$ cat src/rtl/sys_axi_master.sv
// Simple-bus to AXI3 master bridge: one request in, one single-beat AXI
// transaction out, with a watchdog that forces an error ack on a stuck slave.
module sys_axi_master #(
  parameter int AXI_DW  = 32,
  parameter int AXI_AW  = 32,
  parameter int AXI_IW  = 8,
  parameter int AXI_SW  = AXI_DW >> 3,
  parameter int AXI_ID  = 0,
  parameter int TIMEOUT = 32
) (
  input  logic              axi_clk_i,
  input  logic              axi_rst_i,
  // simple system bus
  input  logic [AXI_AW-1:0] sys_addr_i,
  input  logic [AXI_DW-1:0] sys_wdata_i,
  input  logic [AXI_SW-1:0] sys_sel_i,
  input  logic              sys_wen_i,
  input  logic              sys_ren_i,
  output logic [AXI_DW-1:0] sys_rdata_o,
  output logic              sys_ack_o,
  output logic              sys_err_o,
  output logic              sys_busy_o,
  // write address
  output logic [AXI_IW-1:0] axi_awid_o,
  output logic [AXI_AW-1:0] axi_awaddr_o,
  output logic [3:0]        axi_awlen_o,
  output logic [2:0]        axi_awsize_o,
  output logic [1:0]        axi_awburst_o,
  output logic              axi_awvalid_o,
  input  logic              axi_awready_i,
  // write data
  output logic [AXI_IW-1:0] axi_wid_o,
  output logic [AXI_DW-1:0] axi_wdata_o,
  output logic [AXI_SW-1:0] axi_wstrb_o,
  output logic              axi_wlast_o,
  output logic              axi_wvalid_o,
  input  logic              axi_wready_i,
  // write response
  input  logic [AXI_IW-1:0] axi_bid_i,
  input  logic [1:0]        axi_bresp_i,
  input  logic              axi_bvalid_i,
  output logic              axi_bready_o,
  // read address
  output logic [AXI_IW-1:0] axi_arid_o,
  output logic [AXI_AW-1:0] axi_araddr_o,
  output logic [3:0]        axi_arlen_o,
  output logic [2:0]        axi_arsize_o,
  output logic [1:0]        axi_arburst_o,
  output logic              axi_arvalid_o,
  input  logic              axi_arready_i,
  // read data
  input  logic [AXI_IW-1:0] axi_rid_i,
  input  logic [AXI_DW-1:0] axi_rdata_i,
  input  logic [1:0]        axi_rresp_i,
  input  logic              axi_rlast_i,
  input  logic              axi_rvalid_i,
  output logic              axi_rready_o
);

  localparam logic [2:0]        AXI_SIZE = 3'($clog2(AXI_SW));
  localparam logic [AXI_IW-1:0] ID_VAL   = AXI_IW'(AXI_ID);
  localparam logic [7:0]        TO_VAL   = 8'(TIMEOUT);

  typedef enum logic [2:0] {
    IDLE,
    WR,
    WR_RESP,
    RD_ADDR,
    RD_DATA,
    DRAIN
  } state_t;

  state_t            state_q, state_d;
  logic [AXI_AW-1:0] addr_q, addr_d;
  logic [AXI_DW-1:0] wdata_q, wdata_d;
  logic [AXI_SW-1:0] sel_q, sel_d;
  logic              is_wr_q, is_wr_d;
  logic              awvalid_q, awvalid_d;
  logic              wvalid_q, wvalid_d;
  logic              bready_q, bready_d;
  logic              arvalid_q, arvalid_d;
  logic              rready_q, rready_d;
  logic              ack_q, ack_d;
  logic              err_q, err_d;
  logic              busy_q, busy_d;
  logic [AXI_DW-1:0] rdata_q, rdata_d;
  logic [7:0]        cnt_q, cnt_d;

  logic aw_hs, w_hs, b_hs, ar_hs, r_hs;
  logic aw_left, w_left;
  logic done, resp_err;

  assign aw_hs   = awvalid_q & axi_awready_i;
  assign w_hs    = wvalid_q  & axi_wready_i;
  assign b_hs    = bready_q  & axi_bvalid_i;
  assign ar_hs   = arvalid_q & axi_arready_i;
  assign r_hs    = rready_q  & axi_rvalid_i;
  assign aw_left = awvalid_q & ~axi_awready_i;
  assign w_left  = wvalid_q  & ~axi_wready_i;

  always_comb begin
    state_d   = state_q;
    addr_d    = addr_q;
    wdata_d   = wdata_q;
    sel_d     = sel_q;
    is_wr_d   = is_wr_q;
    awvalid_d = awvalid_q;
    wvalid_d  = wvalid_q;
    bready_d  = bready_q;
    arvalid_d = arvalid_q;
    rready_d  = rready_q;
    ack_d     = 1'b0;
    err_d     = 1'b0;
    busy_d    = busy_q;
    rdata_d   = rdata_q;
    cnt_d     = cnt_q;
    done      = 1'b0;
    resp_err  = 1'b0;

    case (state_q)
      IDLE: begin
        if (sys_wen_i || sys_ren_i) begin
          addr_d  = sys_addr_i;
          wdata_d = sys_wdata_i;
          sel_d   = sys_sel_i;
          busy_d  = 1'b1;
          cnt_d   = 8'd1;
          is_wr_d = sys_wen_i;
          if (sys_wen_i) begin
            awvalid_d = 1'b1;
            wvalid_d  = 1'b1;
            state_d   = WR;
          end else begin
            arvalid_d = 1'b1;
            state_d   = RD_ADDR;
          end
        end
      end
      WR: begin
        if (aw_hs) awvalid_d = 1'b0;
        if (w_hs)  wvalid_d  = 1'b0;
        if (!aw_left && !w_left) begin
          bready_d = 1'b1;
          state_d  = WR_RESP;
        end
      end
      WR_RESP: begin
        if (b_hs) begin
          bready_d = 1'b0;
          done     = 1'b1;
          resp_err = axi_bresp_i[1] | (axi_bid_i != ID_VAL);
        end
      end
      RD_ADDR: begin
        if (ar_hs) begin
          arvalid_d = 1'b0;
          rready_d  = 1'b1;
          state_d   = RD_DATA;
        end
      end
      RD_DATA: begin
        if (r_hs) begin
          rready_d = 1'b0;
          rdata_d  = axi_rdata_i;
          done     = 1'b1;
          resp_err = axi_rresp_i[1] | (axi_rid_i != ID_VAL) | ~axi_rlast_i;
        end
      end
      DRAIN: begin
        // Finish whatever is still open on the AXI side, silently.
        if (aw_hs) awvalid_d = 1'b0;
        if (w_hs)  wvalid_d  = 1'b0;
        if (ar_hs) begin
          arvalid_d = 1'b0;
          rready_d  = 1'b1;
        end
        if (is_wr_q && !aw_left && !w_left && !bready_q) bready_d = 1'b1;
        if (b_hs || r_hs) begin
          bready_d = 1'b0;
          rready_d = 1'b0;
          busy_d   = 1'b0;
          cnt_d    = 8'd0;
          state_d  = IDLE;
        end
      end
      default: state_d = IDLE;
    endcase

    // A response arriving on the timeout cycle takes precedence.
    if (state_q inside {WR, WR_RESP, RD_ADDR, RD_DATA}) begin
      if (done) begin
        ack_d   = 1'b1;
        err_d   = resp_err;
        busy_d  = 1'b0;
        cnt_d   = 8'd0;
        state_d = IDLE;
      end else begin
        cnt_d = cnt_q + 8'd1;
        if (cnt_d == TO_VAL) begin
          ack_d   = 1'b1;
          err_d   = 1'b1;
          state_d = DRAIN;
        end
      end
    end
  end

  always_ff @(posedge axi_clk_i or posedge axi_rst_i) begin
    if (axi_rst_i) begin
      state_q   <= IDLE;
      addr_q    <= '0;
      wdata_q   <= '0;
      sel_q     <= '0;
      is_wr_q   <= 1'b0;
      awvalid_q <= 1'b0;
      wvalid_q  <= 1'b0;
      bready_q  <= 1'b0;
      arvalid_q <= 1'b0;
      rready_q  <= 1'b0;
      ack_q     <= 1'b0;
      err_q     <= 1'b0;
      busy_q    <= 1'b0;
      rdata_q   <= '0;
      cnt_q     <= 8'd0;
    end else begin
      state_q   <= state_d;
      addr_q    <= addr_d;
      wdata_q   <= wdata_d;
      sel_q     <= sel_d;
      is_wr_q   <= is_wr_d;
      awvalid_q <= awvalid_d;
      wvalid_q  <= wvalid_d;
      bready_q  <= bready_d;
      arvalid_q <= arvalid_d;
      rready_q  <= rready_d;
      ack_q     <= ack_d;
      err_q     <= err_d;
      busy_q    <= busy_d;
      rdata_q   <= rdata_d;
      cnt_q     <= cnt_d;
    end
  end

  assign sys_rdata_o   = rdata_q;
  assign sys_ack_o     = ack_q;
  assign sys_err_o     = err_q;
  assign sys_busy_o    = busy_q;

  assign axi_awid_o    = ID_VAL;
  assign axi_awaddr_o  = addr_q;
  assign axi_awlen_o   = 4'd0;
  assign axi_awsize_o  = AXI_SIZE;
  assign axi_awburst_o = 2'b01;
  assign axi_awvalid_o = awvalid_q;

  assign axi_wid_o     = ID_VAL;
  assign axi_wdata_o   = wdata_q;
  assign axi_wstrb_o   = sel_q;
  assign axi_wlast_o   = 1'b1;
  assign axi_wvalid_o  = wvalid_q;

  assign axi_bready_o  = bready_q;

  assign axi_arid_o    = ID_VAL;
  assign axi_araddr_o  = addr_q;
  assign axi_arlen_o   = 4'd0;
  assign axi_arsize_o  = AXI_SIZE;
  assign axi_arburst_o = 2'b01;
  assign axi_arvalid_o = arvalid_q;

  assign axi_rready_o  = rready_q;

endmodule

$ cat config.mk
export PLATFORM = sky130hd
export DESIGN_NAME = sys_axi_master
export DESIGN_NICKNAME = d
export VERILOG_FILES = /design/src/rtl/sys_axi_master.sv
export SDC_FILE = /design/constraint.sdc
export NUM_CORES = 1
export LEC_CHECK = 0
export ABC_CLOCK_PERIOD_IN_PS = 6170
export BUFFER_PORTS_ARGS = -buffer_cell sky130_fd_sc_hd__buf_4
export CAP_MARGIN = 15
export CORE_AREA = 2 2 120 122
export CTS_BUF_LIST = sky130_fd_sc_hd__clkbuf_4
export DETAILED_ROUTE_END_ITERATION = 16
export DIE_AREA = 0 0 122 124
export HOLD_SLACK_MARGIN = 0.02
export PLACE_DENSITY = 0.84
export SYNTH_ARGS = -nofsm -noshare
export SYNTH_HDL_FRONTEND = slang
export SYNTH_SLANG_ARGS = --single-unit
$ cat constraint.sdc
create_clock -name axi_clk_i -period 6.17 [get_ports axi_clk_i]
set_input_delay 1.851 -clock axi_clk_i [delete_from_list [all_inputs] [get_ports axi_clk_i]]
set_output_delay 1.851 -clock axi_clk_i [all_outputs]
set_load 0.03 [all_outputs]
==> results of run 1 <==
==> final cells by class <==
| class | instances | area, µm² | area share |
|---|---|---|---|
| Multi-Input combinational cell | 256 | 2021 | 0.2675 |
| Inverter | 10 | 40.04 | 0.005300 |
| Timing Repair Buffer | 271 | 2034 | 0.2693 |
| Clock buffer | 17 | 127.6 | 0.01689 |
| Clock inverter | 15 | 103.9 | 0.01375 |
| Tap cell | 180 | 225.2 | 0.02981 |
| Sequential cell | 120 | 3003 | 0.3975 |
==> placed cells by master, fill, tap and decap left out, types with 2 or more instances in the layout <==
cell	count
nor3_1	7
clkinv_2	6
a21oi_1	12
clkbuf_4	17
conb_1	43
or3_1	2
inv_1	9
nand2_1	12
a22oi_1	2
nor3b_1	2
o21ai_0	15
nand3_1	2
xnor2_1	2
nand3b_1	2
a22o_1	4
dfrtp_1	120
nand2b_1	3
buf_4	271
nand4_1	4
and3_1	3
or4_1	2
inv_6	3
clkinvlp_4	4
nor4_1	2
clkinv_4	2
a21o_1	2
ha_1	2
mux2_2	95
mux2_1	6
nor2_1	9
a2111oi_0	2
==> critical path, cell delays in order <==
cell,delay [ps]
buf_4,110
nor2_1,70
nor2_4,680
buf_4,500
mux2_2,390
==> sequential cells by signal, indices dropped and copies added, names as in the netlist <==
register,flops
axi_araddr_o,32
axi_arvalid_o,1
axi_awvalid_o,1
axi_bready_o,1
axi_rready_o,1
axi_wdata_o,32
axi_wstrb_o,4
axi_wvalid_o,1
cnt_q,8
is_wr_q,1
state_q,3
sys_ack_o,1
sys_busy_o,1
sys_err_o,1
sys_rdata_o,32
==> path summary, 6_finish.rpt <==
kind	startpoint	endpoint
setup reg to reg	state_q[0]$_DFF_PP0_	axi_wstrb_o[0]$_DFFE_PP0P_
max in group asynchronous	axi_rst_i	axi_araddr_o[4]$_DFFE_PP0P_
min in group asynchronous	axi_rst_i	axi_araddr_o[17]$_DFFE_PP0P_
hold reg to reg	sys_rdata_o[11]$_DFFE_PP0N_	sys_rdata_o[11]$_DFFE_PP0N_
hold / removal	sys_rdata_o[11]$_DFFE_PP0N_	sys_rdata_o[11]$_DFFE_PP0N_
setup / recovery	sys_wen_i	axi_wstrb_o[0]$_DFFE_PP0P_
==> layer usage <==
metal  track usage  vias to the layer above
met1        0.1905                     1947
met5             0                        -
met2        0.3038                      226
met4       0.05675                        0
li1              -                     1895
met3       0.06731                       14
==> through the flow <==
step / hold slack, ps / worst slack (ps) / total power [µW] / utilization / std cells
3_5_place_dp: 496.7 / 2383 / 3927 / 0.5338 / 837
3_3_place_gp: 490.0 / 2357 / 3872 / 0.5338 / 837
4_1_cts: 523.7 / 2986 / 4413 / 0.5507 / 869
6_report: 520.6 / 2926 / 4364 / 0.5507 / 869
2_1_floorplan: 506.0 / 1133 / 3141 / - / 476
5_1_grt: 534.9 / 2886 / 4616 / 0.5507 / 869
==> kinds of logic (layout without fill, tap and decap cells) <==
family,after synthesis,count (layout),synth area share
AND/OR/NAND/NOR,61,61,0.06227
buffers and inverters,100,313,0.1212
other,2,43,0.001359
multiplexers,101,101,0.2058
XOR/XNOR,3,3,0.004756
AO/OA/AOI/OAI,46,46,0.05661
adder cells (fa/ha/maj),2,2,0.004528
flip-flops,120,120,0.5435
==> report_power, final <==
| group | switching (µW) | internal (µW) |
|---|---|---|
| clock | 318 | 158 |
| combinational | 1450 | 1020 |
| sequential | 278 | 1140 |
| total | 2040 | 2320 |
==> run_results.csv, run 1 <==
group,metric,value,unit
timing,rsz0062_at_grt,"no",
synthesis,synth_top_area_frac,0.5435,
pwr,ir_drop,0.2191,mV
placed_design,place.port_buffers,267,
cells_and_area,num_antenna_cells,0,
floorplan,die_area,15130,µm²
drt,drt_iter0_markers,264,
critical_path,path_max_fanout,32,
drt,drcViolationCount,0,
timing,finalSetupViolations,0,
drt,routedWlPerCell,15.29,µm
synthesis,synth_top_cell_by_area,"dfrtp_1",
floorplan,row_count,43,
synthesis,yosysUniqueCellTypes,48,
cells_and_area,areaGrowthSynthToFinish,36.73,%
cells_and_area,drive_gt1_frac,0.5936,
floorplan,core,13720,µm²
synthesis,ys_top_cells_by_area,"dfrtp_1, mux2_2, buf_4",
timing,max-slew-margin-rel,0.3741,
timing,hold_viol,0,
cells_and_area,final_nets,808,
global_route,gr-total-overflow,0,
global_route,grt_pass1_vias,3945,
critical_path,critPathCaptureType,"flop",
timing,min_period,3244,ps
clock_tree,cts-buffers-inserted,17,
placed_design,place.gp.congestion,0.7826,
synthesis,synth.most_common_cell,"dfrtp_1",
floorplan,ios,313,
synthesis,async_flop_share,1.000,
floorplan,start_util,0.4027,
clock_tree,cts_setup_buffers,0,
drt,vias_per_cell,4.697,
drt,routed_wl,13290,µm
critical_path,crit_arrival,3650,ps
timing,worst_pin_slew,938.9,ps
global_route,grt_pass1_wl,19740,µm
flow_run,drv_cap,0,
synthesis,synthTopCellsByCount,"dfrtp_1, mux2_2, buf_4",
synthesis,seq_area_frac_synth,0.5435,
pwr,p_leak,0.003766,µW
timing,fin_tns_setup,0,ps
timing,slew_viol_final,0,
drt,wl_met3,1276,µm
synthesis,syn-mean-instance-area,12.70,µm²
critical_path,path_class,"input pin to flop",
synthesis,yosysWarnings,0,
clock_tree,h-tree-depth,4,
clock_tree,clock_latency,530,ps
worst_hold_path,holdPathStages,1,
drt,met1_length,4766,µm
synthesis,synth_seq_cells,120,
clock_tree,hold_buffers,0,
drt,dr.pass1.iters,4,
synthesis,syn_area,5525,µm²
critical_path,start_kind,"input pin",
floorplan,die_w,122,µm
run_status,status,"finished clean",
cells_and_area,final_area,7555,µm²
floorplan,die_h,124,µm
worst_hold_path,hold_path.class,"flop to flop",
clock_tree,clkSinkCount,120,
drt,met2_length,7064,µm
timing,maxClockFrequency,0.3083,GHz
global_route,grt_antenna_before_repair,0,
placed_design,placed_cell_area,7323,µm²
synthesis,ys.flop_type,"dfrtp_1",
clock_tree,cts.clk_slew.worst_paths,110,ps
drt,drtAntennaViolNets,0,
cells_and_area,fillers,1207,
critical_path,reg2reg_slack,3360,ps
clock_tree,cts-root-buf,"clkbuf_4",
clock_tree,cts_resized,0,
critical_path,ff2ff_path_depth,4,
clock_tree,tritoncts,"done",
timing,period_share,0.5257,
synthesis,synth_cells,435,
placed_design,place_hpwl,10110,µm
clock_tree,cts_buffer_depth,2,
drt,top_layer,"met4",
global_route,grt_start_max_net_pins,77,
pwr,p_per_area,577.6,nW/µm²
synthesis,synth-edff-count,0,
timing,fin_worst_skew,14.64,ps
critical_path,cp_data_required_time,6580,ps
drt,vias,4082,
global_route,grt.total_usage,0.1721,
No activity file was read; power rests on OpenSTA's default activity.
==> inputs of run 2 (changes only) <==
==> config.mk (replaced) <==
export PLATFORM = sky130hd
export DESIGN_NAME = sys_axi_master
export DESIGN_NICKNAME = d
export VERILOG_FILES = /design/src/rtl/sys_axi_master.sv
export SDC_FILE = /design/constraint.sdc
export NUM_CORES = 1
export LEC_CHECK = 0
export ABC_AREA = 1
export ABC_CLOCK_PERIOD_IN_PS = 2810
export BUFFER_PORTS_ARGS = -buffer_cell sky130_fd_sc_hd__buf_4
export CAP_MARGIN = 15
export CORE_AREA = 2 2 123 125
export CTS_BUF_LIST = sky130_fd_sc_hd__clkbuf_4
export DETAILED_ROUTE_END_ITERATION = 16
export DIE_AREA = 0 0 125 127
export HOLD_SLACK_MARGIN = 0.02
export PLACE_DENSITY = 0.83
export SYNTH_ARGS = -nofsm -noshare
export SYNTH_HDL_FRONTEND = slang
export SYNTH_SLANG_ARGS = --single-unit
==> constraint.sdc (replaced) <==
create_clock -name axi_clk_i -period 2.81 [get_ports axi_clk_i]
set_input_delay 0.843 -clock axi_clk_i [delete_from_list [all_inputs] [get_ports axi_clk_i]]
set_output_delay 0.843 -clock axi_clk_i [all_outputs]
set_load 0.03 [all_outputs]
==> run 2 against run 1 <==
  * Total power is 11% lower
  * Sequential power is 30% higher
  * Utilization shrank 2.0 points
  * Sequential cell count unchanged
  * Clock skew down 0.99 ps
  * Global-route usage rose by 0.84 points
  * Routed wire length is 7.5% higher
  * Largest cell class unchanged
  * Highest routed layer unchanged
==> run_results.csv, run 2 <==
group,metric,value,unit
run_status,status,"finished clean",
global_route,grt.total_usage,0.1806,
drt,dr.pass1.iters,4,
critical_path,slowest_delay,460,ps
cells_and_area,fillers,1308,
global_route,grt_pass1_wl,22990,µm
clock_tree,tritoncts,"done",
floorplan,die_area,15880,µm²
placed_design,place_hpwl,10620,µm
critical_path,ff2ff_path_depth,6,
pwr,p_sw,1140,µW
clock_tree,cts.clk_slew.worst_paths,110,ps
critical_path,critPathCaptureType,"output pin",
pwr,p_per_area,508.7,nW/µm²
cells_and_area,areaGrowthSynthToFinish,39.20,%
placed_design,place.port_buffers,267,
placed_design,dpl.cell_count,1009,
cells_and_area,drive_gt1_frac,0.4014,
pwr,ir_drop,0.4789,mV
clock_tree,cts_setup_buffers,0,
timing,fin_worst_skew,13.65,ps
synthesis,syn-mean-instance-area,9.115,µm²
timing,min_period,1993,ps
pwr,p_leak,0.004366,µW
global_route,gr-total-overflow,0,
floorplan,ios,313,
synthesis,synth_cells,603,
drt,routed_wl,14280,µm
timing,period_share,0.7093,
drt,vias_per_cell,4.497,
critical_path,cp_num_buf_inv,1,
critical_path,cp_slowest_cell,"dfrtp_1",
clock_tree,cts-root-buf,"clkbuf_4",
worst_hold_path,hold_path.class,"input pin to asynchronous set/reset pin",
clock_tree,cts-buffers-inserted,17,
timing,hold_viol,0,
timing,fin_tns_setup,0,ps
drt,vias,4681,
timing,slew_viol_final,0,
synthesis,synthTopCellsByCount,"nand2_1, dfrtp_1, buf_4",
clock_tree,clkSinkCount,120,
synthesis,synth-edff-count,0,
timing,timing.hold.ws,413.9,ps
clock_tree,cts_resized,0,
synthesis,seq_area_frac_synth,0.5463,
critical_path,path_class,"flop to output pin",
cells_and_area,final_cells,1041,
pwr,pwr-share-seq,0.471,
clock_tree,hold_buffers,0,
synthesis,synth_top_cell_by_area,"dfrtp_1",
clock_tree,clock_latency,500,ps
synthesis,yosysWarnings,0,
critical_path,crit_chain,"buf_4",
critical_path,cp_data_required_time,1970,ps
synthesis,async_flop_share,1.000,
critical_path,crit_arrival,1150,ps
floorplan,start_util,0.3811,
timing,maxClockFrequency,0.5017,GHz
critical_path,path_max_fanout,3,
cells_and_area,num_antenna_cells,0,
synthesis,synth.most_common_cell,"nand2_1",
cells_and_area,utilization,0.5304,
synthesis,synth_seq_cells,120,
timing,finalSetupViolations,0,
synthesis,syn_area,5497,µm²
timing,worst_pin_slew,675.0,ps
floorplan,die_w,125,µm
drt,drcViolationCount,0,
cells_and_area,final_nets,976,
global_route,grt_pass1_vias,4655,
cells_and_area,final_area,7651,µm²
pwr,power.internal,2753,µW
timing,max-slew-margin-rel,0.5500,
drt,drtAntennaViolNets,0,
floorplan,core,14420,µm²
global_route,grt_start_max_net_pins,69,
critical_path,path_delay_family,"flip-flops",
placed_design,place.gp.congestion,0.8812,
drt,drt_iter0_markers,260,
critical_path,start_kind,"flop",
floorplan,row_count,44,
pwr,p_comb_frac,0.168,
floorplan,die_h,127,µm
drt,routedWlPerCell,13.72,µm
synthesis,ys.flop_type,"dfrtp_1",
timing,rsz0062_at_grt,"no",
cells_and_area,final_cell_mix,"buf_4, nand2_1, dfrtp_1",
pwr,sw_frac_of_total,0.2928,
synthesis,ys_top_cells_by_area,"dfrtp_1, nand2_1, buf_4",
cells_and_area,final_common_cell,"buf_4",
pwr,clkPwrFrac,0.361,
synthesis,synth_top_area_frac,0.5463,
global_route,grt_antenna_before_repair,0,
flow_run,drv_cap,0,
clock_tree,cts_buffer_depth,2,
synthesis,yosysUniqueCellTypes,28,
placed_design,placed_cell_area,7326,µm²
clock_tree,h-tree-depth,4,
critical_path,critical_path_depth,1,
run 2: cell count changes after synthesis, moves of 5 or more:
cell      delta
nand2_1    +236
mux2_2      -63
nor2_1      +14
inv_1       +13
nand3_1     +12
buf_2        -7
mux2_1       -6
a21oi_1      -5
clkbuf_1     +5
nor3_1       -5
run 2: kinds of logic after synthesis:
family,after synthesis,share of synthesized area
xor gates and xnor gates,1,0.001594
and+or+nand+nor,297,0.2131
other,2,0.001366
muxes,32,0.06556
adders and majority gates,2,0.004552
buffers and inverters,119,0.1359
AOI/OAI and AO/OA,30,0.03164
DFF,120,0.5463
run 2: final cells by class:
cell class                      instances  area (µm²)  share of cell area
Sequential cell                       120        3003              0.3925
Timing Repair Buffer                  273        2087              0.2728
Multi-Input combinational cell        405        1901              0.2484
Tap cell                              184       230.2             0.03009
Clock inverter                         15       197.7             0.02584
Clock buffer                           17       127.6             0.01668
Inverter                               27       105.1             0.01374
run 2: per-layer routing:
layer  part of all wire  GRT usage
met1               0.39     0.2137
met2               0.51     0.3085
met3              0.087    0.06658
met4              0.013    0.05556
met5                  0          0
run 2: tightest hold or removal path, cell delays in order:
cell        delay [ps]
buf_4              120
clkinvlp_4          80
buf_12             290
run 2: path summary, 6_finish.rpt:
kind | start | endpoint | slack (ps)
min in group axi_clk_i | axi_wstrb_o[0]$_DFFE_PP0P_ | axi_wstrb_o[0]$_DFFE_PP0P_ | 480
max in group asynchronous | axi_rst_i | axi_araddr_o[20]$_DFFE_PP0P_ | 1770
worst max-delay path | axi_araddr_o[12]$_DFFE_PP0P_ | axi_araddr_o[12] | 820
worst min-delay path | axi_rst_i | sys_rdata_o[28]$_DFFE_PP0N_ | 410
worst min register to register | axi_wstrb_o[0]$_DFFE_PP0P_ | axi_wstrb_o[0]$_DFFE_PP0P_ | 480
worst max register to register | state_q[1]$_DFF_PP0_ | state_q[0]$_DFF_PP0_ | 1100
run 2: stage by stage:
step / worst slack, ps / power [µW]
after detailed placement: 732.9 / 2528
after CTS: 753.5 / 3954
final: 816.9 / 3892
after global routing: 740.9 / 4073
after floorplan: 497.7 / 2290
after global placement: 770.7 / 2517
run 2: power by group through the flow:
stage	Clock (µW)	Sequential (µW)	Combinational, µW
floorplan	0	1990	301
global placement	0	1870	651
detailed placement	0	1870	660
CTS	1460	1840	660
global route	1530	1850	697
finish	1400	1840	653
==> inputs of run 3 (changes only) <==
--- a/config.mk
+++ b/config.mk
@@ -6,7 +6,7 @@
 export NUM_CORES = 1
 export LEC_CHECK = 0
 export ABC_AREA = 1
-export ABC_CLOCK_PERIOD_IN_PS = 2810
+export ABC_CLOCK_PERIOD_IN_PS = 1700
 export BUFFER_PORTS_ARGS = -buffer_cell sky130_fd_sc_hd__buf_4
 export CAP_MARGIN = 15
 export CORE_AREA = 2 2 123 125
==> constraint.sdc (replaced) <==
create_clock -name axi_clk_i -period 1.7 [get_ports axi_clk_i]
set_input_delay 0.51 -clock axi_clk_i [delete_from_list [all_inputs] [get_ports axi_clk_i]]
set_output_delay 0.51 -clock axi_clk_i [all_outputs]
set_load 0.03 [all_outputs]
==> run 3 against run 2 <==
  * Via count up 1.0%
  * Sequential cell count stayed put
  * Final cell count rose by 0.77%
  * Count of clock-buffer cells in the layout rose by 4
  * Clock power is 55% higher
  * Total power grew 62%
  * Largest power group unchanged
  * Sequential share of layout area is 0.67 points lower
  * Clock skew fell by 2.4 ps
  * First-iteration DRC count down 47%
==> run_results.csv, run 3 (synthesis gave the netlist of run 2 again) <==
group,metric,value,unit
run_status,status,"finished clean",
drt,drcViolationCount,0,
critical_path,path_max_fanout,3,
critical_path,cp_data_required_time,1190,ps
timing,slew_viol_final,0,
cells_and_area,final_area,7791,µm²
critical_path,cp_slowest_cell,"dfrtp_2",
critical_path,cp_num_buf_inv,1,
flow_run,drv_cap,0,
timing,hold_viol,0,
floorplan,core,14420,µm²
critical_path,crit_arrival,1120,ps
pwr,power,6320,µW
floorplan,ios,313,
global_route,grt_start_max_net_pins,59,
pwr,p_leak,0.004422,µW
clock_tree,h-tree-depth,4,
floorplan,row_count,44,
critical_path,path_delay_family,"flip-flops",
placed_design,place_hpwl,11040,µm
drt,routed_wl,14410,µm
drt,drtAntennaViolNets,0,
worst_hold_path,holdPathStages,3,
drt,vias,4729,
worst_hold_path,min_to,"axi_wdata_o[11]$_DFFE_PP0P_",
global_route,grt_antenna_before_repair,0,
drt,dr.pass1.iters,5,
cells_and_area,drive_gt1_frac,0.4139,
clock_tree,cts_buffer_depth,2,
clock_tree,clock_latency,500,ps
timing,min_period,1625,ps
critical_path,start_kind,"flop",
global_route,grt.total_usage,0.1797,
critical_path,r2r_end,"axi_wdata_o[10]$_DFFE_PP0P_",
drt,routedWlPerCell,13.73,µm
clock_tree,cts-buffers-inserted,17,
cells_and_area,areaGrowthSynthToFinish,41.75,%
placed_design,place.port_buffers,267,
placed_design,placed_cell_area,7361,µm²
cells_and_area,utilization,0.5402,
timing,fin_tns_setup,0,ps
pwr,ir_drop,0.5967,mV
clock_tree,tritoncts,"done",
critical_path,rr_startpoint,"state_q[1]$_DFF_PP0_",
timing,finalWorstSetupSlack,74.81,ps
critical_path,slowest_delay,460,ps
floorplan,die_h,127,µm
clock_tree,cts-root-buf,"clkbuf_4",
cells_and_area,fillers,1291,
floorplan,die_area,15880,µm²
floorplan,die_w,125,µm
worst_hold_path,hold_path.class,"input pin to flop",
critical_path,path_class,"flop to output pin",
floorplan,start_util,0.3811,
cells_and_area,final_common_cell,"buf_4",
critical_path,crit_chain,"buf_6",
pwr,p_per_area,811.2,nW/µm²
critical_path,critPathCaptureType,"output pin",
cells_and_area,final_nets,984,
timing,rsz0062_at_grt,"yes",
critical_path,reg2reg_slack,110,ps
global_route,grt_pass1_vias,4640,
placed_design,dpl_worst_slack,66.03,ps
timing,finalSetupViolations,0,
timing,maxClockFrequency,0.6153,GHz
drt,vias_per_cell,4.508,
critical_path,ff2ff_path_depth,7,
cells_and_area,num_antenna_cells,0,
global_route,grt_pass1_wl,22690,µm
cells_and_area,final_cell_mix,"buf_4, nand2_1, dfrtp_1",
clock_tree,cts.clk_slew.worst_paths,110,ps
timing,period_share,0.9560,
global_route,gr-total-overflow,0,
worst_hold_path,min_from,"sys_wdata_i[11]",
drt,drt_iter0_markers,137,
placed_design,place.gp.congestion,0.9169,
timing,fin_worst_skew,11.29,ps
clock_tree,clkSinkCount,120,
run 3: cell types whose count changed in the layout (fill, tap and decap cells not counted), moves of 2 or more:
cell / delta
nand3_1: -2
buf_6: +18
clkinv_4: +2
dfrtp_2: +2
buf_4: -12
nand3_2: +2
dfrtp_1: -2
inv_6: -3
clkbuf_4: +4
run 3: what timing repair did:
item | 4_1_cts | 5_1_grt
buffers inserted | 2 | 2
hold buffers | 1 | 0
setup endpoints to repair | 8 | 61
gates resized for setup | 3 | 21
gates cloned | 0 | 0
endpoints found under the hold margin | 11 | 0
run 3: worst max-delay path by stage:
stage	startpoint	cells after the start	endpoint	slack (ps)
6_report	axi_araddr_o[31]$_DFFE_PP0P_	1	axi_araddr_o[31]	70
4_1_cts	axi_araddr_o[13]$_DFFE_PP0P_	1	axi_awaddr_o[13]	-4
2_1_floorplan	axi_rst_i	1	axi_araddr_o[0]$_DFFE_PP0P_	-280
3_5_place_dp	cnt_q[0]$_DFFE_PP0P_	8	state_q[1]$_DFF_PP0_	70
3_3_place_gp	cnt_q[0]$_DFFE_PP0P_	8	state_q[1]$_DFF_PP0_	110
5_1_grt	axi_araddr_o[31]$_DFFE_PP0P_	1	axi_araddr_o[31]	-20
run 3: per-stage QoR:
stage / hold slack (ps) / std cells
2_1_floorplan: 442.2 / 644
3_3_place_gp: 455.9 / 1012
3_5_place_dp: 459.5 / 1012
4_1_cts: 127.8 / 1047
5_1_grt: 133.5 / 1049
6_report: 196.3 / 1049
run 3: where the power goes:
group	leakage [µW]	total, µW	internal (µW)	switching (µW)
registers	0.00152	3040	2960	80.5
clock network	0.000158	2170	1090	1080
logic	0.00274	1110	446	664
run 3: routing by layer:
layer,track usage,vias up,routed length [µm]
li1,-,2269,-
met1,0.2013,2223,5438
met2,0.3178,220,7472
met3,0.06281,17,1258
met4,0.06601,0,238
met5,0,-,0
run 3: final cells by class:
cell class,count,area [µm²],area share
Multi-Input combinational cell,405,1916,0.2459
Sequential cell,120,3005,0.3857
Tap cell,184,230.2,0.02955
Inverter,27,105.1,0.01349
Clock buffer,21,157.7,0.02023
Timing Repair Buffer,281,2230,0.2862
Clock inverter,11,147.6,0.01895
